`src/rtl/serial_arith_pkg.sv`:
```
// Shared types and minterm masks for the bit-serial decoder-based adder/subtractor.
// SERIAL_SUB_MODE_EN enables the subtract cell (BORROW_MASK) in the users of this package.
package serial_arith_pkg;

  typedef enum logic [1:0] {IDLE, RUN, DONE} state_e;

  // Bit i of each mask selects minterm i of the decoder index {x, y, z}.
  localparam logic [7:0] SUM_MASK    = 8'b1001_0110;
  localparam logic [7:0] CARRY_MASK  = 8'b1110_1000;
  localparam logic [7:0] BORROW_MASK = 8'b1000_1110;

  function automatic int unsigned cnt_width(input int unsigned width);
    return (width < 2) ? 1 : $clog2(width);
  endfunction

endpackage

```
`src/rtl/serial_adder_decoder_if.sv`:
```
// Handshake and operand/result bundle for serial_adder_decoder.
// SERIAL_SUB_MODE_EN adds the one-bit `mode` request signal.
interface serial_adder_decoder_if #(
  parameter int unsigned WIDTH = 8
);
  logic             start;
  logic [WIDTH-1:0] a;
  logic [WIDTH-1:0] b;
  logic             cin;
`ifdef SERIAL_SUB_MODE_EN
  logic             mode;
`endif
  logic             busy;
  logic             done;
  logic [WIDTH-1:0] sum;
  logic             cout;

`ifdef SERIAL_SUB_MODE_EN
  modport master (output start, a, b, cin, mode, input busy, done, sum, cout);
  modport slave  (input start, a, b, cin, mode, output busy, done, sum, cout);
`else
  modport master (output start, a, b, cin, input busy, done, sum, cout);
  modport slave  (input start, a, b, cin, output busy, done, sum, cout);
`endif

endinterface

```
`src/rtl/fa_cell_decoder.sv`:
```
// One-bit full adder built from a 3-to-8 decoder and two masked minterm ORs.
// With SERIAL_SUB_MODE_EN, mode_i=1 swaps the carry minterms for borrow minterms.
module fa_cell_decoder
  import serial_arith_pkg::*;
(
  input  logic x_i,
  input  logic y_i,
  input  logic z_i,
`ifdef SERIAL_SUB_MODE_EN
  input  logic mode_i,
`endif
  output logic s_o,
  output logic co_o
);

  logic [7:0] minterm;
  logic [7:0] co_mask;

  always_comb begin
    minterm = 8'b0000_0001 << {x_i, y_i, z_i};
`ifdef SERIAL_SUB_MODE_EN
    co_mask = mode_i ? BORROW_MASK : CARRY_MASK;
`else
    co_mask = CARRY_MASK;
`endif
    s_o  = |(minterm & SUM_MASK);
    co_o = |(minterm & co_mask);
  end

endmodule

```
`src/rtl/serial_adder_decoder.sv`:
```
// Bit-serial WIDTH-bit adder, LSB first, one decoder-built cell reused every cycle.
// SERIAL_SUB_MODE_EN adds a captured `mode` bit selecting subtraction.
module serial_adder_decoder
  import serial_arith_pkg::*;
#(
  parameter int unsigned WIDTH = 8
) (
  input logic                   clk,
  input logic                   rst,
  serial_adder_decoder_if.slave bus
);

  localparam int unsigned CntW = cnt_width(WIDTH);
  localparam logic [CntW-1:0] LastCnt = CntW'(WIDTH - 1);

  state_e           state_q, state_d;
  logic [CntW-1:0]  cnt_q, cnt_d;
  logic [WIDTH-1:0] a_sh_q, a_sh_d;
  logic [WIDTH-1:0] b_sh_q, b_sh_d;
  logic             carry_q, carry_d;
  logic             busy_q, busy_d;
  logic             done_q, done_d;
  logic [WIDTH-1:0] sum_q, sum_d;
  logic             cout_q, cout_d;
`ifdef SERIAL_SUB_MODE_EN
  logic             mode_q, mode_d;
`endif
  logic             cell_s;
  logic             cell_co;

  fa_cell_decoder u_cell (
`ifdef SERIAL_SUB_MODE_EN
    .mode_i (mode_q),
`endif
    .x_i    (a_sh_q[0]),
    .y_i    (b_sh_q[0]),
    .z_i    (carry_q),
    .s_o    (cell_s),
    .co_o   (cell_co)
  );

  // a_sh doubles as the result register: result bits enter at the MSB as operand bits leave.
  always_comb begin
    state_d = state_q;
    cnt_d   = cnt_q;
    a_sh_d  = a_sh_q;
    b_sh_d  = b_sh_q;
    carry_d = carry_q;
    busy_d  = busy_q;
    done_d  = done_q;
    sum_d   = sum_q;
    cout_d  = cout_q;
`ifdef SERIAL_SUB_MODE_EN
    mode_d  = mode_q;
`endif
    case (state_q)
      IDLE: begin
        done_d = 1'b0;
        if (bus.start) begin
          a_sh_d  = bus.a;
          b_sh_d  = bus.b;
          carry_d = bus.cin;
`ifdef SERIAL_SUB_MODE_EN
          mode_d  = bus.mode;
`endif
          cnt_d   = '0;
          busy_d  = 1'b1;
          state_d = RUN;
        end
      end
      RUN: begin
        a_sh_d  = {cell_s, a_sh_q[WIDTH-1:1]};
        b_sh_d  = {1'b0, b_sh_q[WIDTH-1:1]};
        carry_d = cell_co;
        cnt_d   = cnt_q + CntW'(1);
        if (cnt_q == LastCnt) begin
          sum_d   = {cell_s, a_sh_q[WIDTH-1:1]};
          cout_d  = cell_co;
          busy_d  = 1'b0;
          done_d  = 1'b1;
          state_d = DONE;
        end
      end
      DONE: begin
        done_d  = 1'b0;
        state_d = IDLE;
      end
      default: begin
        busy_d  = 1'b0;
        done_d  = 1'b0;
        state_d = IDLE;
      end
    endcase
  end

  always_ff @(posedge clk or posedge rst) begin
    if (rst) begin
      state_q <= IDLE;
      cnt_q   <= '0;
      a_sh_q  <= '0;
      b_sh_q  <= '0;
      carry_q <= 1'b0;
      busy_q  <= 1'b0;
      done_q  <= 1'b0;
      sum_q   <= '0;
      cout_q  <= 1'b0;
`ifdef SERIAL_SUB_MODE_EN
      mode_q  <= 1'b0;
`endif
    end else begin
      state_q <= state_d;
      cnt_q   <= cnt_d;
      a_sh_q  <= a_sh_d;
      b_sh_q  <= b_sh_d;
      carry_q <= carry_d;
      busy_q  <= busy_d;
      done_q  <= done_d;
      sum_q   <= sum_d;
      cout_q  <= cout_d;
`ifdef SERIAL_SUB_MODE_EN
      mode_q  <= mode_d;
`endif
    end
  end

  assign bus.busy = busy_q;
  assign bus.done = done_q;
  assign bus.sum  = sum_q;
  assign bus.cout = cout_q;

endmodule

```
`src/flat_wrapper.sv`:
```
// flat-port wrapper written by rule: the top's interface ports become plain ports
module serial_adder_decoder_flat import serial_arith_pkg::*;
#(
  parameter int unsigned WIDTH = 8
)
  (clk, rst, bus_start, bus_a, bus_b, bus_cin, bus_busy, bus_done, bus_sum, bus_cout);
  serial_adder_decoder_if #(.WIDTH(WIDTH)) bus_i ();
  input logic clk;
  input logic rst;
  input wire logic [$bits(bus_i.start)-1:0] bus_start;
  input wire logic [$bits(bus_i.a)-1:0] bus_a;
  input wire logic [$bits(bus_i.b)-1:0] bus_b;
  input wire logic [$bits(bus_i.cin)-1:0] bus_cin;
  output wire logic [$bits(bus_i.busy)-1:0] bus_busy;
  output wire logic [$bits(bus_i.done)-1:0] bus_done;
  output wire logic [$bits(bus_i.sum)-1:0] bus_sum;
  output wire logic [$bits(bus_i.cout)-1:0] bus_cout;
  assign bus_i.start = bus_start;
  assign bus_i.a = bus_a;
  assign bus_i.b = bus_b;
  assign bus_i.cin = bus_cin;
  assign bus_busy = bus_i.busy;
  assign bus_done = bus_i.done;
  assign bus_sum = bus_i.sum;
  assign bus_cout = bus_i.cout;
  serial_adder_decoder #(.WIDTH(WIDTH)) u_core (.clk(clk), .rst(rst), .bus(bus_i));
endmodule
```
`config.mk`:
```
export PLATFORM = sky130hd
export DESIGN_NAME = serial_adder_decoder_flat
export DESIGN_NICKNAME = d
export VERILOG_FILES = /design/src/rtl/serial_arith_pkg.sv /design/src/rtl/serial_adder_decoder_if.sv /design/src/rtl/fa_cell_decoder.sv /design/src/rtl/serial_adder_decoder.sv /design/src/flat_wrapper.sv
export SDC_FILE = /design/constraint.sdc
export NUM_CORES = 1
export LEC_CHECK = 0
export CAP_MARGIN = 20
export CORE_MARGIN = 2
export CORE_UTILIZATION = 50
export CTS_CLUSTER_SIZE = 10
export DETAILED_ROUTE_END_ITERATION = 10
export PLACE_DENSITY = 0.75
export SYNTH_ARGS = -nofsm -noshare
export SYNTH_HDL_FRONTEND = slang
export SYNTH_SLANG_ARGS = --single-unit
```
`constraint.sdc`:
```
create_clock -name clk -period 1.9 [get_ports clk]
set_clock_uncertainty 0.05 [all_clocks]
set_input_delay 0.38 -clock clk [delete_from_list [all_inputs] [get_ports clk]]
set_output_delay 0.38 -clock clk [all_outputs]
set_load 0.1 [all_outputs]
```
Word-level counts from Yosys, hierarchy flattened
Cells that the tools add are included.
{ "totals": {"ff_bits": 33, "inputBits": 20, "out_inout_bits": 11, "word_cells": 41} }
{ "op_classes": {"addsub": 1, "eq_ne": 5, "n_shift": 1, "n_mux": 16, "bitwise_logic": 1, "reduce_logical": 8} }
{ "ops": {"columns": ["operator", "n"], "rows": [
  ["case mux 8 bit (2 select lines)", 2],
  ["2-to-1 mux 8 bit", 2],
  ["OR reduction 4 bit", 2],
  ["left shift 1 x 3 -> 8 bit, first input constant", 1],
  ["case mux 3 bit (2 select lines)", 1],
  ["AND reduction 2 bit", 3],
  ["2-to-1 mux 1 bit", 5],
  ["2-to-1 mux 2 bit", 2],
  ["case mux 2 bit (2 select lines)", 1],
  ["adder 3 x 1 -> 3 bit, second input constant", 1],
  ["equality test 3 bit, second input constant", 1],
  ["2-to-1 mux 3 bit", 1],
  ["case mux 1 bit (3 select lines)", 1],
  ["AND reduction 3 bit", 1],
  ["equality test 2 x 1 -> 1 bit, second input constant", 1],
  ["equality test 2 bit, second input constant", 1],
  ["zero test 2 bit", 1],
  ["!= test 2 x 1 -> 1 bit, second input constant", 1],
  ["!= test 2 bit, second input constant", 1],
  ["case mux 1 bit (2 select lines)", 1],
  ["nonzero test 2 bit", 1],
  ["inverter 1 bit", 1]
]} }

Depth between registers and ports, before layout
Gate-level depths: netlist of the first run.
{ "depth": {"ltp_word": 3, "depth_mapped": 6, "ltp_nobuf": 5} }

By module
Synthesis of the first run repeated with hierarchy kept, for this count alone.
{ "unflattened": {"cells_unflattened": 127, "hier_area_um2": 1510.2} }
{ "by_module_without_submodules": {"columns": ["mod", "n_inst", "cells_each", "area_each_um2", "seq_area_each_um2"], "rows": [
  ["serial_adder_decoder", 1, 126, 1490.2, 825.8],
  ["fa_cell_decoder", 1, 1, 20.0, 0.0]
]} }

Worst setup path after synthesis of the first run
OpenSTA, ideal clock, no wires.
{ "synth_timing": {"path_kind": "register to register", "from": "register u_core.cnt_q[0]", "to": "register u_core.cout_q, in the netlist u_core.bus.cout", "setup_ns": 0.126, "t_arrival_ns": 1.283, "t_required_ns": 1.724, "setup_slack_ns": 0.441, "stages_incl_launch_ff": 5, "path_buffers": 0, "period_less_slack_ns": 1.459, "cell_sequence": "dfrtp_1 -> ha_1 -> ha_1 -> nand2_2 -> mux2_2"} }
{ "synth_via": {"elab_chain_len": 2} }
{ "synth_rtl": {"columns": ["element", "line", "rtl"], "rows": [
  ["from (decl)", "serial_adder_decoder.sv:17", "logic [CntW-1:0] cnt_q, cnt_d;"],
  ["from (signal assigned)", "serial_adder_decoder.sv:112", "cnt_q <= cnt_d;"],
  ["equality test 3 bit", "serial_adder_decoder.sv:76", "if (cnt_q == LastCnt) begin"],
  ["AND reduction 2 bit (no source line)", null, null],
  ["to (signal assigned)", "serial_adder_decoder.sv:119", "cout_q <= cout_d;"],
  ["to (decl)", "serial_adder_decoder.sv:24", "logic cout_q, cout_d;"]
]} }
No other way between the ends.
A chain may end at the register's enable or synchronous reset.

Worst setup path in the final report of the first run
{ "layout_timing": {"from": "register u_core.cnt_q[0]", "to": "register u_core.sum_q[7], in the netlist u_core.bus.sum[7]"} }
{ "layout_via": {"elab_chain_len": 2} }
{ "layout_rtl": {"columns": ["element", "line", "rtl"], "rows": [
  ["equality test 3 bit", "serial_adder_decoder.sv:76", null],
  ["AND reduction 2 bit (no source line)", null, null],
  ["to (signal assigned)", "serial_adder_decoder.sv:118", "sum_q <= sum_d;"],
  ["to (decl)", "serial_adder_decoder.sv:23", "logic [WIDTH-1:0] sum_q, sum_d;"]
]} }
No other way between the ends.

==> results of run 1 <==
-- flip-flops by register name, indices dropped and copies added (netlist names) --
| register | count |
|---|---|
| u_core.carry_q | 1 |
| u_core.a_sh_q | 8 |
| u_core.cnt_q | 3 |
| u_core.bus.sum | 8 |
| u_core.state_q | 2 |
| u_core.bus.busy | 1 |
| u_core.bus.done | 1 |
| u_core.bus.cout | 1 |
| u_core.b_sh_q | 8 |
-- how the worst max path moves through the flow --
stage | to | slack (ps) | depth (start not counted)
final | u_core.bus.sum[7] | 250 | 4
after global routing | u_core.bus.sum[6] | 150 | 4
after CTS | u_core.bus.sum[7] | 240 | 4
after detailed placement | u_core.b_sh_q[3] | 230 | 4
after global placement | u_core.b_sh_q[0] | 270 | 4
after floorplan | u_core.bus.cout | 440 | 4
-- through the flow --
step,setup slack (ps),hold WS (ps),area (um^2),util
finish,253,393,2000,0.714
global route,153,441,2000,0.714
CTS,236,405,2000,0.714
detailed placement,226,448,1950,0.694
global placement,269,428,1950,0.694
floorplan,441,417,1500,-
-- layout by cell type (no fill, tap or decap) --
cell type	instances
o21ba_1	1
o21a_1	8
nand2_2	1
nand2_1	2
nand3b_1	7
a211oi_2	1
fa_1	1
inv_1	13
buf_12	11
o22ai_1	1
o21ai_0	1
a32o_1	1
clkdlybuf4s50_1	19
and2b_1	1
o221a_2	7
clkbuf_4	5
nor2_1	13
a22o_1	2
ha_1	2
dfrtp_1	33
a32oi_1	8
nor3b_1	1
clkbuf_1	1
clkbuf_8	1
a21oi_1	2
buf_4	7
o21bai_1	1
nor2b_1	1
mux2_2	9
-- layer usage --
| layer | vias up | part of all wire | GRT usage |
|---|---|---|---|
| li1 | 517 | - | - |
| met3 | 5 | 0.052 | 0.0747 |
| met1 | 545 | 0.44 | 0.276 |
| met2 | 27 | 0.50 | 0.362 |
| met4 | 0 | 0.013 | 0.0974 |
| met5 | - | 0 | 0 |
-- cell families after synthesis --
group,after synthesis,synth area share
buffers and inverters,21,0.0692
multiplexers,9,0.0676
AND/OR/NAND/NOR,26,0.0909
flip-flops,33,0.550
adder cells (fa/ha/maj),3,0.0300
AO/OA/AOI/OAI,33,0.192
-- worst reg2reg max path, stage by stage (launching register included) --
cell and delay [ps]:
dfrtp_1 410, ha_1 210, ha_1 240, nand2_2 240
mux2_2 380
-- cell usage after synthesis, drive strengths merged --
library cell / number / area [um^2]
a211oi: 1 / 12.5
a21oi: 2 / 10.0
a22o: 2 / 17.5
a32o: 1 / 10.0
a32oi: 8 / 70.1
and2b: 1 / 7.51
buf: 7 / 51.3
clkbuf: 1 / 3.75
dfrtp: 33 / 826
fa: 1 / 20.0
ha: 2 / 25.0
inv: 13 / 48.8
mux2: 9 / 101
nand2: 3 / 13.8
nand3b: 7 / 52.6
nor2: 13 / 48.8
nor2b: 1 / 6.26
nor3b: 1 / 7.51
o21a: 8 / 60.1
o21ai: 1 / 5.00
o21ba: 1 / 10.0
o21bai: 1 / 7.51
o221a: 7 / 78.8
o22ai: 1 / 6.26
-- final cells by class --
class	count	area, um^2	area share
well taps	31	38.8	0.0194
repair buffers	37	463	0.231
inverters	13	48.8	0.0244
multi-input cells	71	571	0.285
clock buffers	7	55.1	0.0275
flip-flops and latches	33	826	0.413
==> impl_metrics.toml, run 1 <==
[die]
core_mm2 = 0.00281
rows = 19
die_x_um = 58.8
die_area_mm2 = 0.00345
die_h_um = 58.8
io_pins = 31
start_util = 0.535

[final_layout]
fillers = 216
drive_above_1_share = 0.261
nets = 184
stdcell_count = 192
diodes = 0
areaGrowthSynthToFinish_pct = 33.4

[critical_path]
crit_fanout = 10
worstSetupEndpointType = "register"
rr_endpoint = "u_core.bus.sum[7]"
worst-r2r-cell-count = 4
path_cells = "ha_1 -> ha_1 -> nand2_2 -> mux2_2"
rrSetupSlack_ps = 250
cp.arrival_ps = 1820
cpMaxStageDelayCell = "dfrtp_1"
crit_path_max_incr_delay_ps = 410
critPathBufInv = 0
reg2reg_from = "u_core.cnt_q[0]"
critical_path_class = "register to register"
worstPathRequired_ps = 2070
cp-start-kind = "register"
crit_path_frequent_cell = "ha_1"
startpoint = "u_core.cnt_q[0]"
cp_top_family = "adder cells"

[synth]
seq_area_frac_synth = 0.550
yosysUniqueCellTypes = 28
synth-seq-cells = 33
synth.avg_cell_area_um2 = 12.0
syn_inst = 125
synth_area_mm2 = 0.00150
ys_warn_count = 0
syn_nets = 148

[detailed_routing]
drtPass1Iterations = 7
routed_via_density = 5.70
vias = 1094
wl_per_cell_um = 16.9
drc = 3
ant_nets = 0
drt_wl_total_mm = 3.24
drtIter0Drc = 41

[placement]
dp_hpwl_mm = 2.29
place_inst = 185
portBuffers = 30
place_congestion = 0.840

[timing]
setup_viol = 0
maxSlewHeadroom = 0.722
max_freq_ghz = 0.607
rsz0062_at_grt = "no"
fin_tns_setup_ps = 0
final.period_utilization = 0.867
final_max_slew_viol_count = 0
fin_crit_ps = 1650
worst_pin_slew_ps = 416
final_hold_viol_count = 0

[cts]
h-tree-depth = 2
cts-root-buf = "clkbuf_4"
clk_pin_slew_ps = 100
cts_num_sinks = 33
clk_latency_ps = 340
postCtsResizedCells = 0
post_cts_buffers = 0
ctsHoldBuffers = 0
numCtsBuffers = 5
tritoncts = "done"
clk_path_buf_depth = 2

[global_route]
grt_pass1_wl_mm = 5.58
grt_overflow = 0
grt_max_degree = 34
track_usage = 0.225
antenna_found_initial = 0
first_global_vias = 1189

[run]
maxCapViolations = 0

[worst_hold_path]
hold_class = "primary input to asynchronous set/reset pin"

[status]
status = "finished, violations left"
violations = "DRC"
Power of run 1 is left out: the tool's default activity adds up to more than one toggle a clock period on the data nets, which glitch-free logic cannot reach.
==> inputs of run 2 (changes only) <==
CORE_MARGIN = unset   (was 2)
CORE_UTILIZATION = 52   (was 50)
CTS_BUF_LIST = sky130_fd_sc_hd__clkbuf_2 sky130_fd_sc_hd__clkbuf_4 sky130_fd_sc_hd__clkbuf_8   (was unset)
PLACE_DENSITY = 0.78   (was 0.75)
==> impl_metrics.toml, run 2 (synthesis gave the netlist of run 1 again) <==
[status]
status = "complete, no violations"

[placement]
dp_hpwl_mm = 2.07
place_congestion = 0.806
portBuffers = 30

[cts]
tritoncts = "done"
clk_latency_ps = 330
cts_num_sinks = 33
h-tree-depth = 2
post_cts_buffers = 0
cts-root-buf = "clkbuf_4"
ctsHoldBuffers = 0
postCtsResizedCells = 0
numCtsBuffers = 5
clk_path_buf_depth = 2
clk_pin_slew_ps = 100

[timing]
fin_crit_ps = 1620
final_max_slew_viol_count = 0
max_freq_ghz = 0.619
maxSlewHeadroom = 0.728
final_hold_viol_count = 0
worst_pin_slew_ps = 408
setup_viol = 0
rsz0062_at_grt = "no"
fin_tns_setup_ps = 0
final.period_utilization = 0.851

[detailed_routing]
drtIter0Drc = 23
routed_via_density = 5.86
ant_nets = 0
drt_wl_total_mm = 2.97
wl_per_cell_um = 15.5
vias = 1126
drtPass1Iterations = 4
drc = 0

[global_route]
track_usage = 0.224
gr-usage-met3 = 0.0884
grt_max_degree = 34
grt_overflow = 0
top_usage_layer = "met2"
antenna_found_initial = 0
use_met1 = 0.263
first_global_vias = 1207
grt_pass1_wl_mm = 5.35
gr-usage-met2 = 0.360

[die]
core_mm2 = 0.00273
start_util = 0.549
die_area_mm2 = 0.00310
io_pins = 31
die_h_um = 55.7
die_x_um = 55.7
rows = 19

[final_layout]
most-common-layout-cells = "33 x dfrtp_1, 19 x clkdlybuf4s50_1, 13 x inv_1, 13 x nor2_1, 11 x buf_12"
final_common_cell = "dfrtp_1"
areaGrowthSynthToFinish_pct = 33.7
fillers = 190
drive_above_1_share = 0.267
regArea_um2 = 826
nets = 184
multi_input_area_um2 = 571
diodes = 0

[worst_hold_path]
hold_class = "primary input to asynchronous set/reset pin"

[critical_path]
crit_fanout = 10
cp-start-kind = "register"
rrSetupSlack_ps = 280
critical_path_class = "register to register"
worstPathRequired_ps = 2070
worstSetupEndpointType = "register"
cp.arrival_ps = 1790

[run]
maxCapViolations = 0
==> run 2: final timing paths <==
kind	start	cells past startpoint	endpoint
worst max register to register	u_core.cnt_q[0]	4	u_core.bus.cout
max in group asynchronous	rst	3	u_core.b_sh_q[1]
worst min-delay path	rst	3	u_core.a_sh_q[7]
min in group clk	u_core.b_sh_q[7]	1	u_core.b_sh_q[7]
worst min register to register	u_core.b_sh_q[7]	1	u_core.b_sh_q[7]
worst max-delay path	u_core.cnt_q[0]	4	u_core.bus.cout
==> run 2: worst max-delay path: stages, from the launching register on <==
cell     delay, ps
dfrtp_1        410
ha_1           200
ha_1           240
nand2_2        240
mux2_2         370
==> run 2: routing by layer <==
layer	part of all wire	vias up
met2	0.50	31
met3	0.058	7
met5	0	-
li1	-	520
met4	0.020	0
met1	0.42	568
==> run 2: through the flow <==
step	area (um^2)	util	setup slack (ps)	instances	hold WS [ps]
6_report	2010	0.734	283	192	393
2_1_floorplan	1500	-	441	125	417
4_1_cts	2010	0.734	269	192	401
3_5_place_dp	1950	0.712	199	185	437
5_1_grt	2010	0.734	230	192	429
3_3_place_gp	1950	0.712	206	185	428
==> run 2: layout make-up <==
| class | instances | share of cell area |
|---|---|---|
| repair buffers | 37 | 0.231 |
| multi-input cells | 71 | 0.284 |
| flip-flops and latches | 33 | 0.412 |
| well taps | 31 | 0.0193 |
| clock buffers | 7 | 0.0293 |
| inverters | 13 | 0.0243 |
Power of run 2 is left out for the same reason.
==> inputs of run 3 (changes only) <==
CORE_MARGIN = 2   (was unset)
==> impl_metrics.toml, run 3 (synthesis gave the netlist of run 1 again) <==
[global_route]
first_global_vias = 1221
track_usage = 0.231
grt_max_degree = 34
grt_overflow = 0
grt_pass1_wl_mm = 5.75
antenna_found_initial = 0

[die]
rows = 19
die_h_um = 57.7
core_mm2 = 0.00276
die_x_um = 57.7
start_util = 0.544
die_area_mm2 = 0.00333
io_pins = 31

[cts]
numCtsBuffers = 5
tritoncts = "done"
cts_num_sinks = 33
clk_latency_ps = 330
h-tree-depth = 2
clk_pin_slew_ps = 100
cts-root-buf = "clkbuf_4"
postCtsResizedCells = 0
post_cts_buffers = 0
ctsHoldBuffers = 0
clk_path_buf_depth = 2

[timing]
max_freq_ghz = 0.604
worst_pin_slew_ps = 424
final_hold_viol_count = 0
setup_viol = 0
final.period_utilization = 0.871
fin_tns_setup_ps = 0
fin_crit_ps = 1660
final_max_slew_viol_count = 0
rsz0062_at_grt = "no"
maxSlewHeadroom = 0.717

[critical_path]
critical_path_class = "register to register"
worstPathRequired_ps = 2060
worst-r2r-cell-count = 4
cp-start-kind = "register"
reg2reg_from = "u_core.cnt_q[0]"
rrSetupSlack_ps = 240
rr_endpoint = "u_core.bus.sum[3]"
worstSetupEndpointType = "register"
cp.arrival_ps = 1820
crit_fanout = 10

[detailed_routing]
routed_via_density = 5.94
drtIter0Drc = 37
drc = 0
ant_nets = 0
wl_per_cell_um = 17.1
drtPass1Iterations = 4
drt_wl_total_mm = 3.28
vias = 1141

[final_layout]
fillers = 215
multi_input_area_um2 = 571
areaGrowthSynthToFinish_pct = 33.7
most-common-layout-cells = "33 x dfrtp_1, 19 x clkdlybuf4s50_1, 13 x inv_1, 13 x nor2_1, 11 x buf_12"
drive_above_1_share = 0.267
final_common_cell = "dfrtp_1"
diodes = 0
fin_util = 0.727
nets = 184
regArea_um2 = 826

[placement]
dp_hpwl_mm = 2.30
portBuffers = 30
place_congestion = 0.786

[status]
status = "complete, no violations"

[run]
maxCapViolations = 0

[worst_hold_path]
hold_class = "primary input to asynchronous set/reset pin"
[run 3: cell counts in the layout (fill, tap and decap cells not counted)]
No cell type changed its count.
[run 3: metal layers]
| layer | up-vias | part of all wire | track usage |
|---|---|---|---|
| li1 | 518 | - | - |
| met1 | 574 | 0.42 | 0.290 |
| met2 | 38 | 0.51 | 0.385 |
| met3 | 11 | 0.052 | 0.0513 |
| met4 | 0 | 0.022 | 0.0997 |
| met5 | - | 0 | 0 |
[run 3: per-stage QoR]
step                      worst slack (ps)  cells  hold slack (ps)  instance area, um^2
after floorplan                        441    125              417                 1500
after global placement                 269    185              427                 1950
after detailed placement               172    185              447                 1950
after CTS                              232    192              406                 2010
after global routing                   182    192              434                 2010
final                                  245    192              391                 2010
[run 3: area by class of cell]
class | count | area share
sequential | 33 | 0.412
multi-input combinational | 71 | 0.284
timing repair buffer | 37 | 0.231
clock buffer | 7 | 0.0293
inverter | 13 | 0.0243
tap | 31 | 0.0193
[run 3: how the worst max path moves through the flow]
stage | startpoint | end | slack, ps | depth (start not counted)
2_1_floorplan | u_core.cnt_q[0] | u_core.bus.cout | 440 | 4
3_3_place_gp | bus_start | u_core.cnt_q[1] | 270 | 4
3_5_place_dp | bus_start | u_core.cnt_q[0] | 170 | 5
4_1_cts | u_core.cnt_q[0] | u_core.bus.sum[3] | 230 | 4
5_1_grt | u_core.cnt_q[0] | u_core.bus.sum[3] | 180 | 4
6_report | u_core.cnt_q[0] | u_core.bus.sum[3] | 240 | 4
[run 3: critical path, stage by stage, from the launching register on]
cell     delay [ps]
dfrtp_1         420
ha_1            210
ha_1            240
nand2_2         240
mux2_2          380
Power of run 3 is left out for the same reason.
